**config.mk**
```make
export PLATFORM = sky130hd
export DESIGN_NAME = mdu_iter
export DESIGN_NICKNAME = d
export VERILOG_FILES = /design/src/rtl/mdu_pkg.sv /design/src/rtl/mdu_step.sv /design/src/rtl/mdu_iter.sv
export SDC_FILE = /design/constraint.sdc
export NUM_CORES = 1
export LEC_CHECK = 0
export ABC_AREA = 0
export BUFFER_PORTS_ARGS = -buffer_cell sky130_fd_sc_hd__buf_2
export CORE_MARGIN = 2
export CORE_UTILIZATION = 62
export CTS_BUF_LIST = sky130_fd_sc_hd__clkbuf_16
export DETAILED_ROUTE_END_ITERATION = 6
export GPL_ROUTABILITY_DRIVEN = 0
export PLACE_DENSITY = 0.89
export SKIP_LAST_GASP = 1
export SYNTH_ARGS = -nofsm -noshare
export SYNTH_HDL_FRONTEND = slang
export SYNTH_SLANG_ARGS = --single-unit
```
**constraint.sdc**
```tcl
create_clock -name clk -period 7.6 [get_ports clk]
set_input_delay 0.38 -clock clk [delete_from_list [all_inputs] [get_ports clk]]
set_output_delay 0.38 -clock clk [all_outputs]
set_load 0.02 [all_outputs]
```
**src/rtl/mdu_pkg.sv**
```systemverilog
// mdu_pkg: shared encodings and constants for the iterative multiply/divide unit.
package mdu_pkg;

    // Register file data width; one iteration per result bit
    localparam int MDU_WIDTH = 16;
    localparam int ITERS     = MDU_WIDTH;

    // Operation encodings; bit 1 selects divide, bit 0 selects the upper half
    localparam logic [1:0] OP_MUL  = 2'b00;
    localparam logic [1:0] OP_MULH = 2'b01;
    localparam logic [1:0] OP_DIVU = 2'b10;
    localparam logic [1:0] OP_REMU = 2'b11;

    typedef enum logic [1:0] {
        IDLE = 2'b00,
        RUN  = 2'b01,
        DONE = 2'b10
    } state_t;

    // True for the two divide-family operations
    function automatic logic op_is_div(input logic [1:0] op);
        return op[1];
    endfunction

endpackage

```
**src/rtl/mdu_step.sv**
```systemverilog
// mdu_step: one combinational iteration of the multiply/divide datapath.
// Multiply: acc += mc when the current multiplier bit is set, then mc <<= 1,
//           mp >>= 1 (mp becomes zero once all set bits are consumed).
// Divide:   acc holds {remainder, dividend/quotient}; shift left by one,
//           trial-subtract the divisor (mp) from the upper half, and shift
//           a 1 into the quotient when no borrow occurs (restoring).
module mdu_step
    import mdu_pkg::*;
#(
    parameter int WIDTH = ITERS
) (
    input  logic                 is_div,
    input  logic [2*WIDTH-1:0]   acc_i,
    input  logic [2*WIDTH-1:0]   mc_i,
    input  logic [WIDTH-1:0]     mp_i,
    output logic [2*WIDTH-1:0]   acc_o,
    output logic [2*WIDTH-1:0]   mc_o,
    output logic [WIDTH-1:0]     mp_o
);

    logic [2*WIDTH:0] shifted;
    logic [WIDTH:0]   diff;

    // Select add-and-shift or trial-subtract for this iteration
    always_comb begin
        shifted = {acc_i, 1'b0};
        diff    = shifted[2*WIDTH:WIDTH] - {1'b0, mp_i};
        acc_o   = acc_i;
        mc_o    = mc_i;
        mp_o    = mp_i;
        if (is_div) begin
            if (!diff[WIDTH]) begin
                acc_o = {diff[WIDTH-1:0], shifted[WIDTH-1:1], 1'b1};
            end else begin
                acc_o = shifted[2*WIDTH-1:0];
            end
        end else begin
            acc_o = mp_i[0] ? (acc_i + mc_i) : acc_i;
            mc_o  = {mc_i[2*WIDTH-2:0], 1'b0};
            mp_o  = {1'b0, mp_i[WIDTH-1:1]};
        end
    end

endmodule

```
**src/rtl/mdu_iter.sv**
```systemverilog
// mdu_iter: iterative 16-bit unsigned multiply/divide with start/busy/done
// handshake and register-file write-back (writes to r0 are suppressed).
// Build option: define MDU_EARLY_OUT_EN to let multiplies finish as soon as
// the remaining multiplier bits are zero (b==0 skips RUN entirely).
module mdu_iter
    import mdu_pkg::*;
#(
    parameter int WIDTH = ITERS,
    parameter int AW    = 4
) (
    input  logic             clk,
    input  logic             reset,
    input  logic             start,
    input  logic [1:0]       op,
    input  logic [WIDTH-1:0] a,
    input  logic [WIDTH-1:0] b,
    input  logic [AW-1:0]    dst,
    output logic             busy,
    output logic             done,
    output logic [WIDTH-1:0] result,
    output logic             wr_en,
    output logic [AW-1:0]    wr_addr
);

`ifdef MDU_EARLY_OUT_EN
    localparam bit EARLY_OUT = 1'b1;
`else
    localparam bit EARLY_OUT = 1'b0;
`endif

    localparam int CW = $clog2(WIDTH);
    localparam logic [CW-1:0] LAST = CW'(WIDTH - 1);

    state_t               state_q, state_d;
    logic [1:0]           op_q;
    logic [AW-1:0]        dst_q;
    logic [CW-1:0]        cnt_q;
    logic [2*WIDTH-1:0]   acc_q, mc_q;
    logic [WIDTH-1:0]     mp_q;
    logic [2*WIDTH-1:0]   acc_s, mc_s;
    logic [WIDTH-1:0]     mp_s;
    logic                 accept, finish, zero_skip;

    mdu_step #(.WIDTH(WIDTH)) u_step (
        .is_div (op_is_div(op_q)),
        .acc_i  (acc_q),
        .mc_i   (mc_q),
        .mp_i   (mp_q),
        .acc_o  (acc_s),
        .mc_o   (mc_s),
        .mp_o   (mp_s)
    );

    // State register; reset aborts any operation in flight
    always_ff @(posedge clk or posedge reset) begin
        if (reset) state_q <= IDLE;
        else       state_q <= state_d;
    end

    // Next-state decode and handshake outputs
    always_comb begin
        state_d   = state_q;
        accept    = 1'b0;
        finish    = 1'b0;
        zero_skip = 1'b0;
        case (state_q)
            IDLE: begin
                if (start) begin
                    accept  = 1'b1;
                    state_d = RUN;
                    if (EARLY_OUT && !op_is_div(op) && b == '0) begin
                        zero_skip = 1'b1;
                        state_d   = DONE;
                    end
                end
            end
            RUN: begin
                if (cnt_q == LAST) finish = 1'b1;
                if (EARLY_OUT && !op_is_div(op_q) && mp_s == '0) finish = 1'b1;
                if (finish) state_d = DONE;
            end
            DONE:    state_d = IDLE;
            default: state_d = IDLE;
        endcase
    end

    assign busy  = (state_q == RUN);
    assign done  = (state_q == DONE);
    assign wr_en = done && (wr_addr != '0);

    // Operand capture, per-cycle iteration, and result/address load on entry to DONE
    always_ff @(posedge clk or posedge reset) begin
        if (reset) begin
            op_q    <= '0;
            dst_q   <= '0;
            cnt_q   <= '0;
            acc_q   <= '0;
            mc_q    <= '0;
            mp_q    <= '0;
            result  <= '0;
            wr_addr <= '0;
        end else if (accept) begin
            op_q  <= op;
            dst_q <= dst;
            cnt_q <= '0;
            mp_q  <= b;
            if (op_is_div(op)) begin
                acc_q <= {{WIDTH{1'b0}}, a};
                mc_q  <= '0;
            end else begin
                acc_q <= '0;
                mc_q  <= {{WIDTH{1'b0}}, a};
            end
            if (zero_skip) begin
                result  <= '0;
                wr_addr <= dst;
            end
        end else if (state_q == RUN) begin
            acc_q <= acc_s;
            mc_q  <= mc_s;
            mp_q  <= mp_s;
            cnt_q <= cnt_q + CW'(1);
            if (finish) begin
                result  <= op_q[0] ? acc_s[2*WIDTH-1:WIDTH] : acc_s[WIDTH-1:0];
                wr_addr <= dst_q;
            end
        end
    end

endmodule

```
Yosys cells after proc, flatten, opt, wreduce, memory -nomap -nowiden
Index checks and enable logic that the tools add are counted.
{"block": "word_totals", "memories": 0, "latchBits": 0, "regBits": 112, "mem_bits_rw": 0, "romBits": 0, "output_inout_bits": 23}
{"block": "op_classes", "reduce_logical": 7, "n_mul": 0, "n_div": 0, "shifts": 0, "magnitude_cmp": 0, "add_sub_neg": 3, "eq_ne": 6, "mux": 24, "bitwise": 1}
{"cell": "$mux W32", "count": 8}
{"cell": "$mux W16", "count": 6}
{"cell": "$add A32 B32 Y32", "count": 1}
{"cell": "$sub A17 B16 Y17", "count": 1}
{"cell": "$mux W4", "count": 2}
{"cell": "$mux W1", "count": 5}
{"cell": "$add A4 B1 Y4 const B", "count": 1}
{"cell": "$eq A4 B4 Y1 const B", "count": 1}
{"cell": "$mux W2", "count": 2}
{"cell": "$ne A2 B1 Y1 const B", "count": 2}
{"cell": "$pmux W2 S2", "count": 1}
{"cell": "$reduce_and A2 Y1", "count": 2}
{"cell": "$reduce_bool A4 Y1", "count": 1}
{"cell": "$reduce_and A3 Y1", "count": 1}
{"cell": "$eq A2 B1 Y1 const B", "count": 1}
{"cell": "$eq A2 B2 Y1 const B", "count": 1}
{"cell": "$logic_not A2 Y1", "count": 1}
{"cell": "$ne A2 B2 Y1 const B", "count": 1}
{"cell": "$reduce_bool A2 Y1", "count": 1}
{"cell": "$logic_and A1 B1 Y1", "count": 1}
{"cell": "$not A1 Y1", "count": 1}

Logic depth before layout (Yosys ltp)
Gate-level depths: netlist of the first run.
{"block": "logic_depth", "depth_word": 5, "mapped_depth": 14}

By module
From an unflattened synthesis of the first run, not the netlist that was laid out.
{"block": "hier_totals", "hier_cells": 920, "hier_area_um2": 8445.6}
{"module": "mdu_iter", "instances": 1, "seq_area_each_um2": 2802.7, "cells_per_inst": 407, "area_each_um2": 4833.4}
{"module": "mdu_step", "instances": 1, "seq_area_each_um2": 0.0, "cells_per_inst": 513, "area_each_um2": 3612.2}

Worst setup path after synthesis of the first run
No wires, ideal clock.
{"block": "synth_timing", "path_kind": "reg-to-reg", "from": "reg acc_q[15]", "to": "reg acc_q[27]", "synth_period_minus_slack_ns": 3.088, "path_slack_ns": 4.512, "stages_incl_launch_ff": 14, "arrival_ns": 2.967, "setup_ns": 0.121, "path_cell_list": "dfrtp_1 > inv_1 > ha_1 > inv_1 > fa_1 > a21o_1 > a221oi_2 > a21oi_2 > o31ai_4 > xor2_4 > mux2_2 > a21oi_1 > a21oi_1 > a22o_1"}
{"block": "synth_between", "elab_chain_cells": 5, "word_cells_on_any_way": 7, "cone_classes": "add/sub (2); mux (5)"}
{"element": "from (decl)", "line": "mdu_iter.sv:38", "source": "logic [2*WIDTH-1:0] acc_q, mc_q;"}
{"element": "from (signal assigned)", "line": "mdu_iter.sv:108", "source": "acc_q <= {{WIDTH{1'b0}}, a};"}
{"element": "from (signal assigned)", "line": "mdu_iter.sv:119", "source": "acc_q <= acc_s;"}
{"element": "$add A32 B32 Y32 or $sub A17 B16 Y17 (tied branches)", "line": "mdu_step.sv:38, mdu_step.sv:27"}
{"element": "$mux W32, on equally long branches", "line": "mdu_step.sv:38, mdu_step.sv:32"}
{"element": "$mux W32 (*)", "line": "mdu_step.sv:31", "source": "if (is_div) begin"}
{"element": "$mux W32 (*)", "line": "mdu_iter.sv:118", "source": "end else if (state_q == RUN) begin"}
{"element": "$mux W32 (*)", "line": "mdu_iter.sv:102", "source": "end else if (accept) begin"}
Every way passes the cells marked *; elsewhere a longest branch is shown, timed or not. The select of a mux whose other input is x is not followed.
A chain may end at the register's enable or synchronous reset.

Final worst setup path of the first run
Ends and elaborated chain as after synthesis.

==> results of run 1 <==
==> through the flow <==
step	setup slack, ps	hold slack (ps)
floorplan	4260	439
global placement	3990	447
detailed placement	3950	455
CTS	3900	194
global route	3670	210
finish	3850	170
==> cell type report <==
class / count / area, sq um
flip-flops and latches: 112 / 2800
fillers: 1042 / 3890
clock buffers: 9 / 225
clock inverters: 7 / 116
well taps: 172 / 215
multi-input cells: 784 / 4930
repair buffers: 69 / 360
inverters: 34 / 130
==> power breakdown <==
| group | switching [mW] | internal, mW | leakage (nW) |
|---|---|---|---|
| Sequential | 0.310 | 0.874 | 1.41 |
| Clock | 0.250 | 0.297 | 0.169 |
| Combinational | 1.89 | 1.20 | 2.71 |
| Total | 2.45 | 2.37 | 4.28 |
==> registers in the layout, indices dropped and copies added, names as in the netlist <==
register	flops
cnt_q	4
acc_q	32
wr_addr	4
result	16
dst_q	4
mc_q	32
op_q	2
state_q	2
mp_q	16
==> per-layer routing <==
metal	global-route usage [%]	wire length, microns	vias to the layer above
li1	-	-	3605
met1	44.6	9450	3644
met2	50.7	10200	393
met3	6.37	1890	73
met4	14.1	931	0
met5	0	0	-
==> cells in the final DEF, fill, tap and decap left out, types with 9 or more instances in the layout <==
master     count
nor3_1        10
nand2_1      178
o211ai_1      10
and3_1        29
inv_1         34
a22o_1        15
nor2_1        57
clkbuf_16      9
ha_1          48
mux2i_1       16
xnor2_1       23
dfrtp_1      111
o21ai_0       89
a21oi_1       78
a31oi_1       28
nand3_1       31
nor2b_1       11
a21o_1        21
xor2_1        12
buf_2         63
a211oi_1      14
==> logic make-up after synthesis <==
family | count (synthesis) | share of synthesized area [%]
adder cells (fa/ha/maj) | 50 | 7.93
buffers and inverters | 97 | 4.63
AND/OR/NAND/NOR | 346 | 19.0
multiplexers | 23 | 2.96
flip-flops | 112 | 34.7
AO/OA/AOI/OAI | 329 | 26.7
XOR/XNOR | 36 | 4.14
==> worst register-to-register path: stages (launching register included) <==
cell	delay [ps]
dfrtp_1	420
inv_1	80
ha_1	170
inv_1	60
fa_1	390
a21o_1	200
a221oi_2	360
a21oi_2	160
o31ai_4	270
xor2_4	610
mux2_2	430
a21oi_1	150
a21oi_1	70
a22o_1	260
==> final timing paths <==
kind / startpoint / end / slack [ps] / cells after the start
max: acc_q[15]$_DFFE_PP0P_ / acc_q[27]$_DFFE_PP0P_ / 3850 / 13
max reg2reg: acc_q[15]$_DFFE_PP0P_ / acc_q[27]$_DFFE_PP0P_ / 3850 / 13
min in group clk: op[0] / op_q[0]$_DFFE_PP0P_ / 200 / 3
min reg2reg: dst_q[3]$_DFFE_PP0P_ / wr_addr[3]$_DFFE_PP0P_ / 470 / 2
max in group asynchronous: reset / mp_q[0]$_DFFE_PP0P_ / 6260 / 3
min: reset / mp_q[11]$_DFFE_PP0P_ / 170 / 2
==> reports/metrics.yaml, run 1 <==
synth_edf_count: 0
yosys-top-cells-count: "nand2_1 (179), dfrtp_1 (112), o21ai_0 (89), a21oi_1 (79), nor2_1 (57)"
drive_above_1_share_pct: 11.1
synth_cell_type_count: 70
totalWireLength_microns: 22400
first_pass_iters: 5
crit_path_max_fanout: 27
holdBufCountCts: 0
cap_violations: 0
fin_crit_sh_pct: 49.4
antenna_found_initial: 0
ys_dominant_reg_cell: "dfrtp_1"
cts.sinks: 112
synthCells: 993
postSynthAreaPerCell_sq_um: 8.13
clk_pin_slew_ps: 90
nets: 1101
grt_max_degree: 66
hp-class: "in -> async"
portBuffers: 63
yosysWarningCount: 0
io_pins: 64
netlist_area_sq_um: 8080
p_leak_nw: 4.28
critPathKind: "reg -> reg"
hold_viol_final: 0
postRouteAntennaNets: 0
dp.final_hpwl_microns: 16100
slew_violations: 0
postCtsResizedCells: 0
fin_cells: 1187
fin_setup_tns_ps: 0
grt-ovfl-total: 0
max_freq_ghz: 0.267
rsz0062_at_grt: "false"
drc: 0
endpoint_kind: "register"
synth_top_area_cell: "dfrtp_1"
cp-start-kind: "register"
setup_viol: 0
grt_usage_pct: 32.6
post-route-cell-area_sq_um: 8780
area_growth_pct: 8.67
place_area_sq_um: 8440
initial_core_util_pct: 63.8
crit_slowest_cell: "xor2_4"
clock-root-buffer: "clkbuf_16"
max-clock-path-buffers: 2
wl_per_cell_microns: 18.9
clock_latency_ps: 370
drt-initial-drc-count: 703
die-area_sq_um: 14000
synth_most_common_cell: "nand2_1"
numCtsBuffers: 9
maxSlewHeadroom_pct: 21.5
cp_num_buf_inv: 2
cts_tree: "done"
vias: 7715
cpLargestDelayFamily: "compound AO/OA/AOI/OAI gates"
min_period_ps: 3750
finClkSkew_ps: 14.0
post_cts_buffers: 0
grt_pass1_vias: 7199
critical_path_required_ps: 7860
die_w_microns: 118
synth_seq_area_share_pct: 34.7
fp.dieH_microns: 118
slowest_delay_ps: 610
final_util_pct: 69.3
ir_drop_uv: 272
total_power_mw: 4.82
cp_cell_sequence: "inv_1 -> ha_1 -> inv_1 -> fa_1 -> a21o_1 -> a221oi_2 -> a21oi_2 -> o31ai_4 -> xor2_4 -> mux2_2 -> a21oi_1 -> a21oi_1 -> a22o_1"
power.density_nw_per_um2: 549
ys_ff_latch: 112
synthTopCellsByArea: "dfrtp_1 (35%), nand2_1 (8.3%), ha_1 (7.4%)"
diodes: 0
synth-async-reset-ratio_pct: 100
num_rows: 41
synth_top_area_share_pct: 34.7
core_sq_um: 12700
place_inst: 1171
grt_pass1_wl_microns: 36500
cts_max_level: 3
critical_path_arrival_ps: 4010
avgViaCountPerCell: 6.50
status: "completed"
tightest_slew_ps: 1170
synth_fp_nets: 1084
Note: power is estimated with default switching activity, not from simulation.
==> run 2, diff against run 1 <==
--- a/config.mk
+++ b/config.mk
@@ -8,11 +8,11 @@
 export ABC_AREA = 0
 export BUFFER_PORTS_ARGS = -buffer_cell sky130_fd_sc_hd__buf_2
 export CORE_MARGIN = 2
-export CORE_UTILIZATION = 62
+export CORE_UTILIZATION = 61
 export CTS_BUF_LIST = sky130_fd_sc_hd__clkbuf_16
 export DETAILED_ROUTE_END_ITERATION = 6
 export GPL_ROUTABILITY_DRIVEN = 0
-export PLACE_DENSITY = 0.89
+export PLACE_DENSITY = 0.88
 export SKIP_LAST_GASP = 1
 export SYNTH_ARGS = -nofsm -noshare
 export SYNTH_HDL_FRONTEND = slang
==> constraint.sdc (replaced) <==
create_clock -name clk -period 3.9 [get_ports clk]
set_input_delay 0.195 -clock clk [delete_from_list [all_inputs] [get_ports clk]]
set_output_delay 0.195 -clock clk [all_outputs]
set_load 0.02 [all_outputs]
==> run 2 against run 1 <==
- register-to-register slack worse by 3600 ps
- largest power group unchanged
- worst hold slack worse by 160 ps
- routed wire length down 0.33%
- largest cell class unchanged
- critical endpoint is now result[1]$_DFFE_PP0P_
- first-iteration DRC count up 24%
==> reports/metrics.yaml, run 2 (synthesized netlist as in run 1, its figures left out) <==
status: "completed"
initial_core_util_pct: 61.7  # -2.0 points
cts.sinks: 112  # unchanged
drive_above_1_share_pct: 11.5  # +0.34 points
crit_slowest_cell: "dfrtp_1"
crit_top_cell: "inv_1"
io_pins: 64  # unchanged
grt_pass1_vias: 6995  # -2.8%
core_sq_um: 13100  # +3.3%
p_sw_share_pct: 51.5  # +0.63 points
hold_end: "dst_q[2]$_DFFE_PP0P_"
max_freq_ghz: 0.277  # +3.9%
fin_ws_ps: 290  # -3560 ps
post_cts_buffers: 0  # unchanged
nets: 1106  # +0.45%
holdBufCountCts: 1  # +1
crit_path_max_fanout: 20  # -26%
hold_viol_final: 0  # unchanged
num_rows: 42  # +2.4%
drc: 0  # unchanged
grt_pass1_wl_microns: 35900  # -1.5%
antenna_found_initial: 0  # unchanged
hold_start: "dst[2]"
cts_max_level: 3  # unchanged
slew_violations: 0  # unchanged
cap_violations: 0  # unchanged
max-clock-path-buffers: 2  # unchanged
fillCellCount: 1048  # +0.58%
dp_slack_ps: 404  # -3550 ps
setup_viol: 0  # unchanged
fin_setup_tns_ps: 0  # unchanged
rrSetupSlack_ps: 290  # -3560 ps
area_growth_pct: 8.38
grt_max_degree: 62  # -6.1%
crit-reg2reg-capture: "result[1]$_DFFE_PP0P_"
tightest_slew_ps: 976  # -198 ps
slowest_delay_ps: 430  # -180 ps
rr_startpoint: "acc_q[15]$_DFFE_PP0P_"
clk_pin_slew_ps: 80  # about the same
finClkSkew_ps: 10.8  # -3.22 ps
fin_crit_sh_pct: 92.6  # +43 points
critPathKind: "reg -> reg"
die_w_microns: 119  # +0.79%
final_common_cell: "nand2_1"
netSwitchingPower_mw: 4.78  # +95%
p_int_mw: 4.51  # +90%
fp.dieH_microns: 119  # +0.79%
ir_drop_uv: 619  # +130%
vias: 7755  # +0.52%
power.density_nw_per_um2: 1060  # +93%
rr_worst_depth: 13  # unchanged
layout_common_cells: "nand2_1 (178), dfrtp_1 (111), o21ai_0 (89)"
maxSlewHeadroom_pct: 34.9  # +13 points
holdPathStages: 3
numCtsBuffers: 9  # unchanged
grt_usage_pct: 31.8  # -0.81 points
cp_cell_sequence: "inv_1 -> ha_1 -> inv_1 -> fa_1 -> a21o_1 -> a221oi_2 -> a21oi_2 -> o31ai_4 -> xor2_4 -> buf_4 -> mux2_2 -> a21oi_1 -> o221ai_1"
fin_cells: 1196  # +0.76%
first_pass_iters: 5  # unchanged
place_inst: 1179  # +0.68%
top_regs: "acc_q x32, mc_q x32"
clkPwrFrac_pct: 9.6  # -1.8 points
critical_path_required_ps: 4130  # -3730 ps
grt-ovfl-total: 0  # unchanged
hp-class: "in -> reg"
portBuffers: 63  # unchanged
p_seq_share_pct: 25.1  # +0.5 points
p_comb_share_pct: 65.3  # +1.3 points
cp-start-kind: "register"
min_period_ps: 3610  # -141 ps
dp.final_hpwl_microns: 16000  # -0.64%
endpoint_kind: "register"
p_leak_nw: 4.27  # -0.29%
holdWs_ps: 9.78  # -160 ps
totalWireLength_microns: 22400  # -0.33%
cts_tree: "done"
critical_path_arrival_ps: 3840  # -170 ps
postRouteAntennaNets: 0  # unchanged
clock-root-buffer: "clkbuf_16"
diodes: 0  # unchanged
clock_latency_ps: 370  # about the same
wl_per_cell_microns: 18.7  # -1.1%
rsz0062_at_grt: "false"
postCtsResizedCells: 0  # unchanged
avgViaCountPerCell: 6.48  # -0.24%
die-area_sq_um: 14200  # +1.6%
drt-initial-drc-count: 870  # +24%
==> run 2: area by class of cell <==
type | instances | area (sq um) | area share, %
Clock buffer | 9 | 225 | 2.57
Sequential cell | 112 | 2800 | 32.0
Multi-Input combinational cell | 784 | 4930 | 56.3
Tap cell | 176 | 220 | 2.52
Inverter | 34 | 130 | 1.49
Timing Repair Buffer | 74 | 400 | 4.57
Clock inverter | 7 | 47.5 | 0.543
==> run 2: metal layers <==
metal  vias up  GRT usage (%)  part of all wire (%)
met5         -              0                     0
met4         0           14.1                   3.9
met3        67           4.74                   8.6
met2       414           48.7                    45
met1      3644           45.0                    43
li1       3630              -                     -
==> run 2: critical path: cells and delay by family, from the launching register on <==
kind | cells | cell delay (ps)
buffers and inverters | 3 | 460
flip-flops | 1 | 430
AO/OA/AOI/OAI | 6 | 1340
adder cells (fa/ha/maj) | 2 | 570
multiplexers | 1 | 370
XOR/XNOR | 1 | 280
==> run 2: worst max path at each step <==
stage	startpoint	to	slack (ps)	cells past startpoint
after floorplan	reset	acc_q[0]$_DFFE_PP0P_	750	1
after global placement	acc_q[15]$_DFFE_PP0P_	result[1]$_DFFE_PP0P_	510	13
after detailed placement	acc_q[15]$_DFFE_PP0P_	result[1]$_DFFE_PP0P_	400	13
after CTS	acc_q[15]$_DFFE_PP0P_	result[1]$_DFFE_PP0P_	340	13
after global routing	acc_q[15]$_DFFE_PP0P_	result[1]$_DFFE_PP0P_	90	13
final	acc_q[15]$_DFFE_PP0P_	result[1]$_DFFE_PP0P_	290	13
==> run 2: per-stage QoR <==
stage               area [sq um]  util [%]  power, mW
floorplan                   8080         -       6.78
global route                8750      66.9       9.95
finish                      8750      66.9       9.28
detailed placement          8470      64.7       8.18
global placement            8470      64.7       7.98
CTS                         8750      66.9       9.13
==> run 2: power groups by stage <==
| stage | Clock [mW] | Combinational (mW) | Sequential (mW) |
|---|---|---|---|
| 2_1_floorplan | 0 | 4.60 | 2.19 |
| 3_3_place_gp | 0 | 5.69 | 2.29 |
| 3_5_place_dp | 0 | 5.87 | 2.31 |
| 4_1_cts | 0.896 | 5.94 | 2.29 |
| 5_1_grt | 0.941 | 6.63 | 2.38 |
| 6_report | 0.895 | 6.06 | 2.33 |
==> run 3, diff against run 2 <==
==> constraint.sdc (replaced) <==
create_clock -name clk -period 3.9 [get_ports clk]
set_input_delay 0.39 -clock clk [delete_from_list [all_inputs] [get_ports clk]]
set_output_delay 0.39 -clock clk [all_outputs]
set_load 0.02 [all_outputs]
==> run 3 against run 2 <==
- critical path depth stayed put
- worst setup slack improved by 55 ps
- global-route usage about the same
- non-clock buffer count fell by 1
- sequential share of layout area about the same
- sequential power about the same
- total power is 0.40% higher
- largest power group unchanged
==> reports/metrics.yaml, run 3 (synthesized netlist as in run 1, its figures left out) <==
p_leak_nw: 4.28  # +0.20%
rsz0062_at_grt: "false"
numCtsBuffers: 9  # unchanged
max_freq_ghz: 0.281  # +1.6%
fin_crit_sh_pct: 91.2  # -1.4 points
core_sq_um: 13100  # unchanged
critical_path_required_ps: 4110  # -20 ps
portBuffers: 63  # unchanged
post-route-cell-area_sq_um: 8760  # about the same
diodes: 0  # unchanged
netSwitchingPower_mw: 4.75  # -0.52%
fp.dieH_microns: 119  # unchanged
vias: 7753  # -0.026%
grt_pass1_wl_microns: 36400  # +1.4%
status: "completed"
hp-class: "in -> reg"
wl_per_cell_microns: 18.6  # -0.59%
power.density_nw_per_um2: 1060  # +0.33%
clock_latency_ps: 360  # about the same
first_pass_iters: 6  # +1
drive_above_1_share_pct: 11.3  # -0.19 points
totalWireLength_microns: 22200  # -0.67%
cpLargestDelayFamily: "compound AO/OA/AOI/OAI gates"
area_growth_pct: 8.46  # about the same
p_comb_share_pct: 65.2  # about the same
grt_pass1_vias: 7185  # +2.7%
crit_path_max_fanout: 20  # unchanged
setup_viol: 0  # unchanged
grt_max_degree: 81  # +31%
grt-ovfl-total: 0  # unchanged
drc: 0  # unchanged
cap_violations: 0  # unchanged
cts_tree: "done"
rr_worst_depth: 13  # unchanged
holdBufCountCts: 0  # -1
crit_cells: 13  # unchanged
finClkSkew_ps: 10.1  # -0.734 ps
avgViaCountPerCell: 6.49  # about the same
num_rows: 42  # unchanged
holdPathStages: 3  # unchanged
cp_num_buf_inv: 3  # unchanged
antenna_found_initial: 0  # unchanged
top_regs: "acc_q x32, mc_q x32"
critPathKind: "reg -> reg"
cp-start-kind: "register"
crit_slowest_cell: "dfrtp_1"
place_inst: 1179  # unchanged
tightest_slew_ps: 1000  # +28.0 ps
busiest_layer: "met2"
hold_viol_final: 0  # unchanged
place_area_sq_um: 8470  # unchanged
postRouteAntennaNets: 0  # unchanged
maxSlewHeadroom_pct: 33.0  # -1.9 points
cts.sinks: 112  # unchanged
final_common_cell: "nand2_1"
min_period_ps: 3560  # -55.2 ps
fin_setup_tns_ps: 0  # unchanged
fin_cells: 1195  # -0.084%
cts_max_level: 3  # unchanged
die-area_sq_um: 14200  # unchanged
clk_pin_slew_ps: 80  # about the same
io_pins: 64  # unchanged
slew_violations: 0  # unchanged
drt-initial-drc-count: 743  # -15%
max-clock-path-buffers: 2  # unchanged
initial_core_util_pct: 61.7  # unchanged
post_cts_buffers: 0  # unchanged
grt_usage_pct: 31.9  # +0.048 points
p_sw_share_pct: 51.0  # -0.47 points
clkPwrFrac_pct: 10.1  # +0.5 points
p_int_mw: 4.57  # +1.4%
clock-root-buffer: "clkbuf_16"
cp_cell_sequence: "inv_1 -> ha_1 -> inv_1 -> fa_1 -> a21o_1 -> a221oi_2 -> a21oi_2 -> o31ai_4 -> xor2_4 -> buf_4 -> mux2_2 -> a21oi_1 -> o21ai_0"
dp.final_hpwl_microns: 15900  # -0.71%
die_w_microns: 119  # unchanged
use_met1_pct: 45.3  # +0.28 points
ir_drop_uv: 657  # +6.1%
critical_path_arrival_ps: 3760  # -80 ps
met3_usage_pct: 4.41  # -0.34 points
nets: 1105  # -0.090%
layout_common_cells: "nand2_1 (178), dfrtp_1 (111), o21ai_0 (89)"
endpoint_kind: "register"
final_util_pct: 67.0  # about the same
grt_util_met2_pct: 49.2  # +0.50 points
postCtsResizedCells: 0  # unchanged
slowest_delay_ps: 430  # about the same
crit_top_cell: "inv_1"
p_seq_share_pct: 24.6  # -0.5 points
-- run 3: final cells by class --
cell class / count / area [sq um]
Clock inverter: 7 / 63.8
Sequential cell: 112 / 2800
Fill cell: 1032 / 4320
Clock buffer: 9 / 225
Multi-Input combinational cell: 784 / 4930
Inverter: 34 / 130
Timing Repair Buffer: 73 / 390
Tap cell: 176 / 220
-- run 3: path summary, 6_finish.rpt --
path	startpoint	endpoint	slack [ps]
setup / recovery	acc_q[15]$_DFFE_PP0P_	acc_q[17]$_DFFE_PP0P_	340
hold / removal	dst[0]	dst_q[0]$_DFFE_PP0P_	210
setup reg to reg	acc_q[15]$_DFFE_PP0P_	acc_q[17]$_DFFE_PP0P_	340
hold reg to reg	dst_q[3]$_DFFE_PP0P_	wr_addr[3]$_DFFE_PP0P_	470
max in group asynchronous	reset	acc_q[31]$_DFFE_PP0P_	2830
min in group asynchronous	reset	mc_q[31]$_DFFE_PP0P_	250
-- run 3: worst min-delay path, delay by kind of cell --
| kind | cells | cell delay (ps) |
|---|---|---|
| buffers and inverters | 1 | 70 |
| AND/OR/NAND/NOR | 2 | 80 |
-- run 3: per-layer routing --
layer / share of wire (%) / vias up / wire (microns)
li1: - / 3611 / -
met1: 43 / 3661 / 9540
met2: 45 / 420 / 10000
met3: 8.3 / 61 / 1850
met4: 3.6 / 0 / 795
met5: 0 / - / 0
-- run 3: through the flow --
step                      total power [mW]  hold WS (ps)  setup WS (ps)
after floorplan                       6.78           439            551
after global placement                7.97           456            527
after detailed placement              8.17           462            403
after CTS                             9.17           212            404
after global routing                  10.0           223            174
final                                 9.32           213            345
-- run 3: power groups by stage --
stage	Combinational [mW]	Clock [mW]	Sequential (mW)
floorplan	4.60	0	2.19
global placement	5.68	0	2.29
detailed placement	5.88	0	2.29
CTS	5.95	0.942	2.27
global route	6.68	0.989	2.36
finish	6.08	0.943	2.30
